**src/rtl/mon_exp_ctrl.sv**
```systemverilog
// mon_exp_ctrl: sequencer for Montgomery modular exponentiation, P = X^E mod M.
// It converts the operands into the Montgomery domain, runs left-to-right
// square-and-multiply over E, and converts the result back out. Every product
// is delegated to an external MonPro unit over an mp_start/mp_done handshake.
// Optional feature: define MON_EXP_SKIP_LZ_EN to add a SCAN state that skips
// leading zero exponent bits without issuing products.
module mon_exp_ctrl #(
  parameter int unsigned BIT_LEN = 64,
  parameter int unsigned EXP_LEN = 64,
  parameter int unsigned CNT_W   = 7
) (
  input  logic               clk,
  input  logic               rst_n,
  input  logic               start,
  input  logic [BIT_LEN-1:0] X,
  input  logic [EXP_LEN-1:0] E,
  input  logic [BIT_LEN-1:0] M,
  input  logic [BIT_LEN-1:0] R2,
  output logic               busy,
  output logic               done,
  output logic [BIT_LEN-1:0] P,
  output logic               mp_start,
  output logic [BIT_LEN-1:0] mp_a,
  output logic [BIT_LEN-1:0] mp_b,
  output logic [BIT_LEN-1:0] mp_m,
  input  logic               mp_done,
  input  logic [BIT_LEN-1:0] mp_p
);

  localparam logic [BIT_LEN-1:0] One = BIT_LEN'(1);

  typedef enum logic [2:0] {
    StIdle,
    StToX,
    StToA,
`ifdef MON_EXP_SKIP_LZ_EN
    StScan,
`endif
    StSqr,
    StMul,
    StFrom,
    StDone
  } state_e;

  state_e             state_q, state_d;
  logic               pend_q, pend_d;         // a product request is outstanding
  logic               mp_start_q, mp_start_d;
  logic [CNT_W-1:0]   idx_q, idx_d;
  logic [BIT_LEN-1:0] x_q, m_q, r2_q, xm_q, am_q, p_q;
  logic [EXP_LEN-1:0] e_q;

  logic               latch_op, cap_xm, cap_am, cap_p, capture, e_bit, is_prod;
  logic [EXP_LEN-1:0] e_sh;
  state_e             step_state;
  logic [CNT_W-1:0]   step_idx;

  // Control state register.
  always_ff @(posedge clk or negedge rst_n) begin
    if (!rst_n) begin
      state_q    <= StIdle;
      pend_q     <= 1'b0;
      mp_start_q <= 1'b0;
      idx_q      <= '0;
    end else begin
      state_q    <= state_d;
      pend_q     <= pend_d;
      mp_start_q <= mp_start_d;
      idx_q      <= idx_d;
    end
  end

  // Next-state logic; leaving one product state issues the next product on the same edge.
  always_comb begin
    state_d    = state_q;
    pend_d     = pend_q;
    mp_start_d = 1'b0;
    idx_d      = idx_q;
    latch_op   = 1'b0;
    cap_xm     = 1'b0;
    cap_am     = 1'b0;
    cap_p      = 1'b0;
    e_sh       = e_q >> idx_q;
    e_bit      = e_sh[0];
    // mp_done counts only in a wait phase, never in the issue cycle itself.
    capture    = pend_q && !mp_start_q && mp_done;
    if (idx_q == '0) begin
      step_state = StFrom;
      step_idx   = idx_q;
    end else begin
      step_state = StSqr;
      step_idx   = idx_q - CNT_W'(1);
    end

    unique case (state_q)
      StIdle: begin
        if (start) begin
          state_d  = StToX;
          idx_d    = CNT_W'(EXP_LEN - 1);
          latch_op = 1'b1;
        end
      end
      StToX: begin
        // First product: operands were latched on the previous edge, issue now.
        if (!pend_q) begin
          mp_start_d = 1'b1;
          pend_d     = 1'b1;
        end else if (capture) begin
          cap_xm     = 1'b1;
          state_d    = StToA;
          mp_start_d = 1'b1;
        end
      end
      StToA: begin
        if (capture) begin
          cap_am = 1'b1;
`ifdef MON_EXP_SKIP_LZ_EN
          state_d = StScan;
          pend_d  = 1'b0;
`else
          state_d    = StSqr;
          mp_start_d = 1'b1;
`endif
        end
      end
`ifdef MON_EXP_SKIP_LZ_EN
      StScan: begin
        if (e_bit) begin
          state_d    = StSqr;
          mp_start_d = 1'b1;
          pend_d     = 1'b1;
        end else if (idx_q == '0) begin
          state_d    = StFrom;
          mp_start_d = 1'b1;
          pend_d     = 1'b1;
        end else begin
          idx_d = idx_q - CNT_W'(1);
        end
      end
`endif
      StSqr: begin
        if (capture) begin
          cap_am     = 1'b1;
          mp_start_d = 1'b1;
          if (e_bit) begin
            state_d = StMul;
          end else begin
            state_d = step_state;
            idx_d   = step_idx;
          end
        end
      end
      StMul: begin
        if (capture) begin
          cap_am     = 1'b1;
          mp_start_d = 1'b1;
          state_d    = step_state;
          idx_d      = step_idx;
        end
      end
      StFrom: begin
        if (capture) begin
          cap_p   = 1'b1;
          state_d = StDone;
          pend_d  = 1'b0;
        end
      end
      StDone: begin
        state_d = StIdle;
      end
      default: begin
        state_d = StIdle;
        pend_d  = 1'b0;
      end
    endcase
  end

  // Operand and result registers; only loaded on request latch or product capture.
  always_ff @(posedge clk or negedge rst_n) begin
    if (!rst_n) begin
      x_q  <= '0;
      e_q  <= '0;
      m_q  <= '0;
      r2_q <= '0;
      xm_q <= '0;
      am_q <= '0;
      p_q  <= '0;
    end else begin
      if (latch_op) begin
        x_q  <= X;
        e_q  <= E;
        m_q  <= M;
        r2_q <= R2;
      end
      if (cap_xm) xm_q <= mp_p;
      if (cap_am) am_q <= mp_p;
      if (cap_p)  p_q  <= mp_p;
    end
  end

  // Product operands come straight from registers, so they hold for the whole request.
  always_comb begin
    mp_a    = '0;
    mp_b    = '0;
    is_prod = 1'b1;
    unique case (state_q)
      StToX: begin
        mp_a = x_q;
        mp_b = r2_q;
      end
      StToA: begin
        mp_a = One;
        mp_b = r2_q;
      end
      StSqr: begin
        mp_a = am_q;
        mp_b = am_q;
      end
      StMul: begin
        mp_a = am_q;
        mp_b = xm_q;
      end
      StFrom: begin
        mp_a = am_q;
        mp_b = One;
      end
      default: is_prod = 1'b0;
    endcase
    mp_m = is_prod ? m_q : '0;
  end

  assign busy     = (state_q != StIdle);
  assign done     = (state_q == StDone);
  assign P        = p_q;
  assign mp_start = mp_start_q;

endmodule

```
**config.mk**
```make
export PLATFORM = sky130hd
export DESIGN_NAME = mon_exp_ctrl
export DESIGN_NICKNAME = d
export VERILOG_FILES = /design/src/rtl/mon_exp_ctrl.sv
export SDC_FILE = /design/constraint.sdc
export NUM_CORES = 1
export LEC_CHECK = 0
export ABC_AREA = 1
export CORE_AREA = 2 2 226 228
export DETAILED_ROUTE_END_ITERATION = 10
export DIE_AREA = 0 0 228 230
export PLACE_DENSITY = 0.74
export RECOVER_POWER = 25
export SETUP_SLACK_MARGIN = 0.3
export SLEW_MARGIN = 20
export SYNTH_ARGS = -nofsm -noshare
export SYNTH_HDL_FRONTEND = slang
export SYNTH_SLANG_ARGS = --single-unit
```
**constraint.sdc**
```tcl
create_clock -name clk -period 4.4 [get_ports clk]
set_input_delay 0.44 -clock clk [delete_from_list [all_inputs] [get_ports clk]]
set_output_delay 0.44 -clock clk [all_outputs]
set_load 0.01 [all_outputs]
```
==> impl_metrics.json <==
{
  "run_status": "complete, but fails checks",
  "violations": "max-capacitance violations, max-slew violations",
  "worst_clock_skew_ps": 13.4,
  "netlist-cell-type-count": 34,
  "yosys_warnings": 0,
  "grt_overflow": 0,
  "cts_tree": "done",
  "report.final.setup_viol": 0,
  "slew_viol_final": 99,
  "critical_path_cell_by_cell": "inv_2 -> nor2_1 -> inv_1 -> nor2_2 -> inv_2 -> nand2_1 -> inv_2 -> buf_4 -> o221ai_1 -> clkdlybuf4s50_1",
  "ys.flop_type": "sky130_fd_sc_hd__dfrtp_1",
  "die_y_um": 230,
  "synthesis.nets": 2631,
  "placement.io_buffers": 582,
  "nNetsFinal": 3145,
  "power.share.combinational": 0.456,
  "drt_pass1_iterations": 6,
  "ir_worst_vdd_mv": 0.402,
  "synth-seq-cells": 460,
  "fin_worst_hold_slack_ps": 410,
  "worstHoldPathCells": 3,
  "pwr_dens_nw_per_um2": 749,
  "vias_per_inst": 5.00,
  "cts_setup_buffers": 0,
  "placementRows": 82,
  "p_leak_uw": 0.0130,
  "clock_tree.buffer_depth": 3,
  "worst-r2r-setup-slack_ps": 1510,
  "layout_common_cells": "635 x sky130_fd_sc_hd__nand2_1, 581 x sky130_fd_sc_hd__clkdlybuf4s50_1, 460 x sky130_fd_sc_hd__dfrtp_1",
  "placeableCoreArea_um2": 49900,
  "ys_async_sr_fraction": 1.00,
  "worst_r2r_endpoint": "am_q[30]",
  "postSynthCellCount": 2305,
  "layout_min_cycle_time_ps": 3800,
  "crit_path_max_incr_delay_ps": 540,
  "timing.fmax_ghz": 0.263,
  "drtAntennaViolNets": 0,
  "power_switching_uw": 8050,
  "num_vias": 17698,
  "fin_util": 0.567,
  "drv_cap": 1,
  "critPathMostFrequentCell": "sky130_fd_sc_hd__inv_2",
  "num-fill-cells": 4395,
  "layout-drive-gt1-share": 0.0801,
  "hold_end": "r2_q[36]",
  "wl_um": 65800,
  "timing.slew.headroom": -0.852,
  "h-tree-depth": 2,
  "cp_max_fo": 33,
  "drt_drc_violations_left": 0,
  "timing.critical_path.max_delay_family": "buffers and inverters",
  "critical_path_start_type": "flip-flop",
  "netSwitchingFraction": 0.380,
  "worst_slew_pin_slew_ps": 2780,
  "place.detailed.hpwl_um": 45700,
  "critical_register_to_register_path_startpoint": "pend_q",
  "period_share": 0.863,
  "area.growth.synth_to_final_pct": 38.9,
  "vias_in_the_first_global_route": 18338,
  "initial_antenna_violation_count": 6,
  "die_x_um": 228,
  "global_route_wire_length_before_repair_um": 103000,
  "hold_start": "R2[36]",
  "sequentialPowerShare": 0.341,
  "fin_setup_tns_ps": 0,
  "synth_edf_count": 0,
  "tritoncts.num_buffers": 49,
  "globalRouteTotalUtil": 0.248,
  "drt_iter0_markers": 1435,
  "cp_data_required_time_ps": 3960,
  "path_type_of_the_worst_min_delay_path": "input pin to flip-flop",
  "critical-path-slowest-cell": "sky130_fd_sc_hd__inv_2",
  "numClockSinks": 460,
  "synth_sequential_area_ratio": 0.565,
  "layout_commonest_cell": "sky130_fd_sc_hd__nand2_1",
  "cts.clk_slew.worst_paths_ps": 60,
  "synth_largest_type_area_fraction": 0.565,
  "rsz0062_at_grt": "false",
  "largest_net_degree_at_the_start_of_global_routing": 143,
  "finalHoldViolCount": 0,
  "clock_tree.root_cell": "sky130_fd_sc_hd__clkbuf_16",
  "cp.buffers_inverters": 6,
  "internal_power_uw": 13100,
  "cp_startpoint": "state_q[0]",
  "mean_instance_size_in_the_synthesized_netlist_um2": 8.83,
  "design.die.area_um2": 52400,
  "synth.largest_area_cell": "sky130_fd_sc_hd__dfrtp_1",
  "design.portCount": 583,
  "gp_routability_congestion": 0.928,
  "timing.reg2reg.worst_path_depth": 6,
  "criticalPathCategory": "flip-flop to output pin",
  "area_contributors_post_synth": "sky130_fd_sc_hd__dfrtp_1 57%, sky130_fd_sc_hd__nand2_1 12%, sky130_fd_sc_hd__o21ai_0 8.1%",
  "kind_of_end_point_of_the_critical_path": "output pin",
  "critPathArrivalTime_ps": 3360,
  "initial_utilization": 0.408,
  "clock_latency_ps": 580,
  "avgRoutedWirePerCell_um": 18.6,
  "netlist_area_um2": 20400,
  "clkPwrFrac": 0.203
}
[worst max-delay path by stage]
stage | slack [ps] | end | cells past startpoint
2_1_floorplan | 2430 | mp_b[0] | 9
3_3_place_gp | 1240 | am_q[29] | 7
3_5_place_dp | 1020 | am_q[30] | 7
4_1_cts | 500 | mp_b[42] | 10
5_1_grt | 220 | x_q[33] | 3
6_report | 600 | mp_b[38] | 10
[cells in the mapped netlist (all sizes together), types with 2 or more instances]
master,number
buf,64
inv,369
a21oi,10
o221ai,41
o22ai,41
o21ai,403
nand3,39
nand2,644
clkbuf,78
nor3,2
ha,2
mux2,82
dfrtp,460
nor2,31
a211oi,3
o211ai,31
[cell families (layout without fill, tap and decap cells)]
group | after synthesis | in the layout | synth area share
AO/OA/AOI/OAI | 533 | 533 | 0.147
XOR/XNOR | 1 | 1 | 0.000430
adder cells (fa/ha/maj) | 2 | 2 | 0.00123
buffers and inverters | 511 | 1065 | 0.102
flip-flops | 460 | 460 | 0.565
multiplexers | 82 | 82 | 0.0453
other | 0 | 6 | 0
AND/OR/NAND/NOR | 716 | 716 | 0.138
[layout make-up]
cell class,instances,area (um^2),share of cell area
Timing Repair Buffer,605,6050,0.214
Clock buffer,73,1450,0.0511
Inverter,369,1390,0.0491
Clock inverter,18,225,0.00796
Antenna cell,6,15.0,0.000531
Multi-Input combinational cell,1334,6810,0.241
Tap cell,672,841,0.0297
Sequential cell,460,11500,0.407
[repair_timing]
action | in CTS | in global routing
endpoints found under the setup margin | 0 | 3
hold buffers | 1 | 0
gates resized for setup | 0 | 1
hold endpoints to repair | 94 | 0
[worst reg2reg max path: stages, from the launching register on]
cell and delay (ps):
sky130_fd_sc_hd__dfrtp_1 400, sky130_fd_sc_hd__nand2_1 70, sky130_fd_sc_hd__nor2_1 760, sky130_fd_sc_hd__nand2_4 810
sky130_fd_sc_hd__buf_4 550, sky130_fd_sc_hd__nand2_1 100, sky130_fd_sc_hd__o21ai_0 90
[power groups by stage]
stage | logic [uW] | clock network [uW] | registers, uW
floorplan | 5230 | 0 | 7010
global placement | 9440 | 0 | 7180
detailed placement | 9640 | 0 | 7260
CTS | 9710 | 4370 | 7210
global route | 10600 | 4550 | 7430
finish | 9670 | 4300 | 7220
[stage by stage]
step | area, um^2 | std cells | total power, uW | worst slack, ps
after floorplan | 20400 | 2305 | 12200 | 2430
after global placement | 26600 | 3439 | 16600 | 1240
after detailed placement | 26600 | 3439 | 16900 | 1020
after CTS | 28300 | 3531 | 21300 | 496
after global routing | 28300 | 3536 | 22600 | 219
final | 28300 | 3537 | 21200 | 601
[sequential cells by signal, summed over array words and instances, names as in the netlist]
signal	cells
r2_q	64
x_q	64
e_q	64
P	64
pend_q	1
state_q	3
am_q	64
m_q	64
xm_q	64
mp_start	1
idx_q	7
[routing by layer]
layer / share of wire / global-route usage / vias to the layer above
met2: 0.48 / 0.411 / 654
met1: 0.42 / 0.321 / 8581
met5: 0.00020 / 0 / -
met4: 0.030 / 0.0850 / 2
met3: 0.073 / 0.0585 / 116
li1: - / - / 8345
Note: power is estimated with default switching activity, not from simulation.
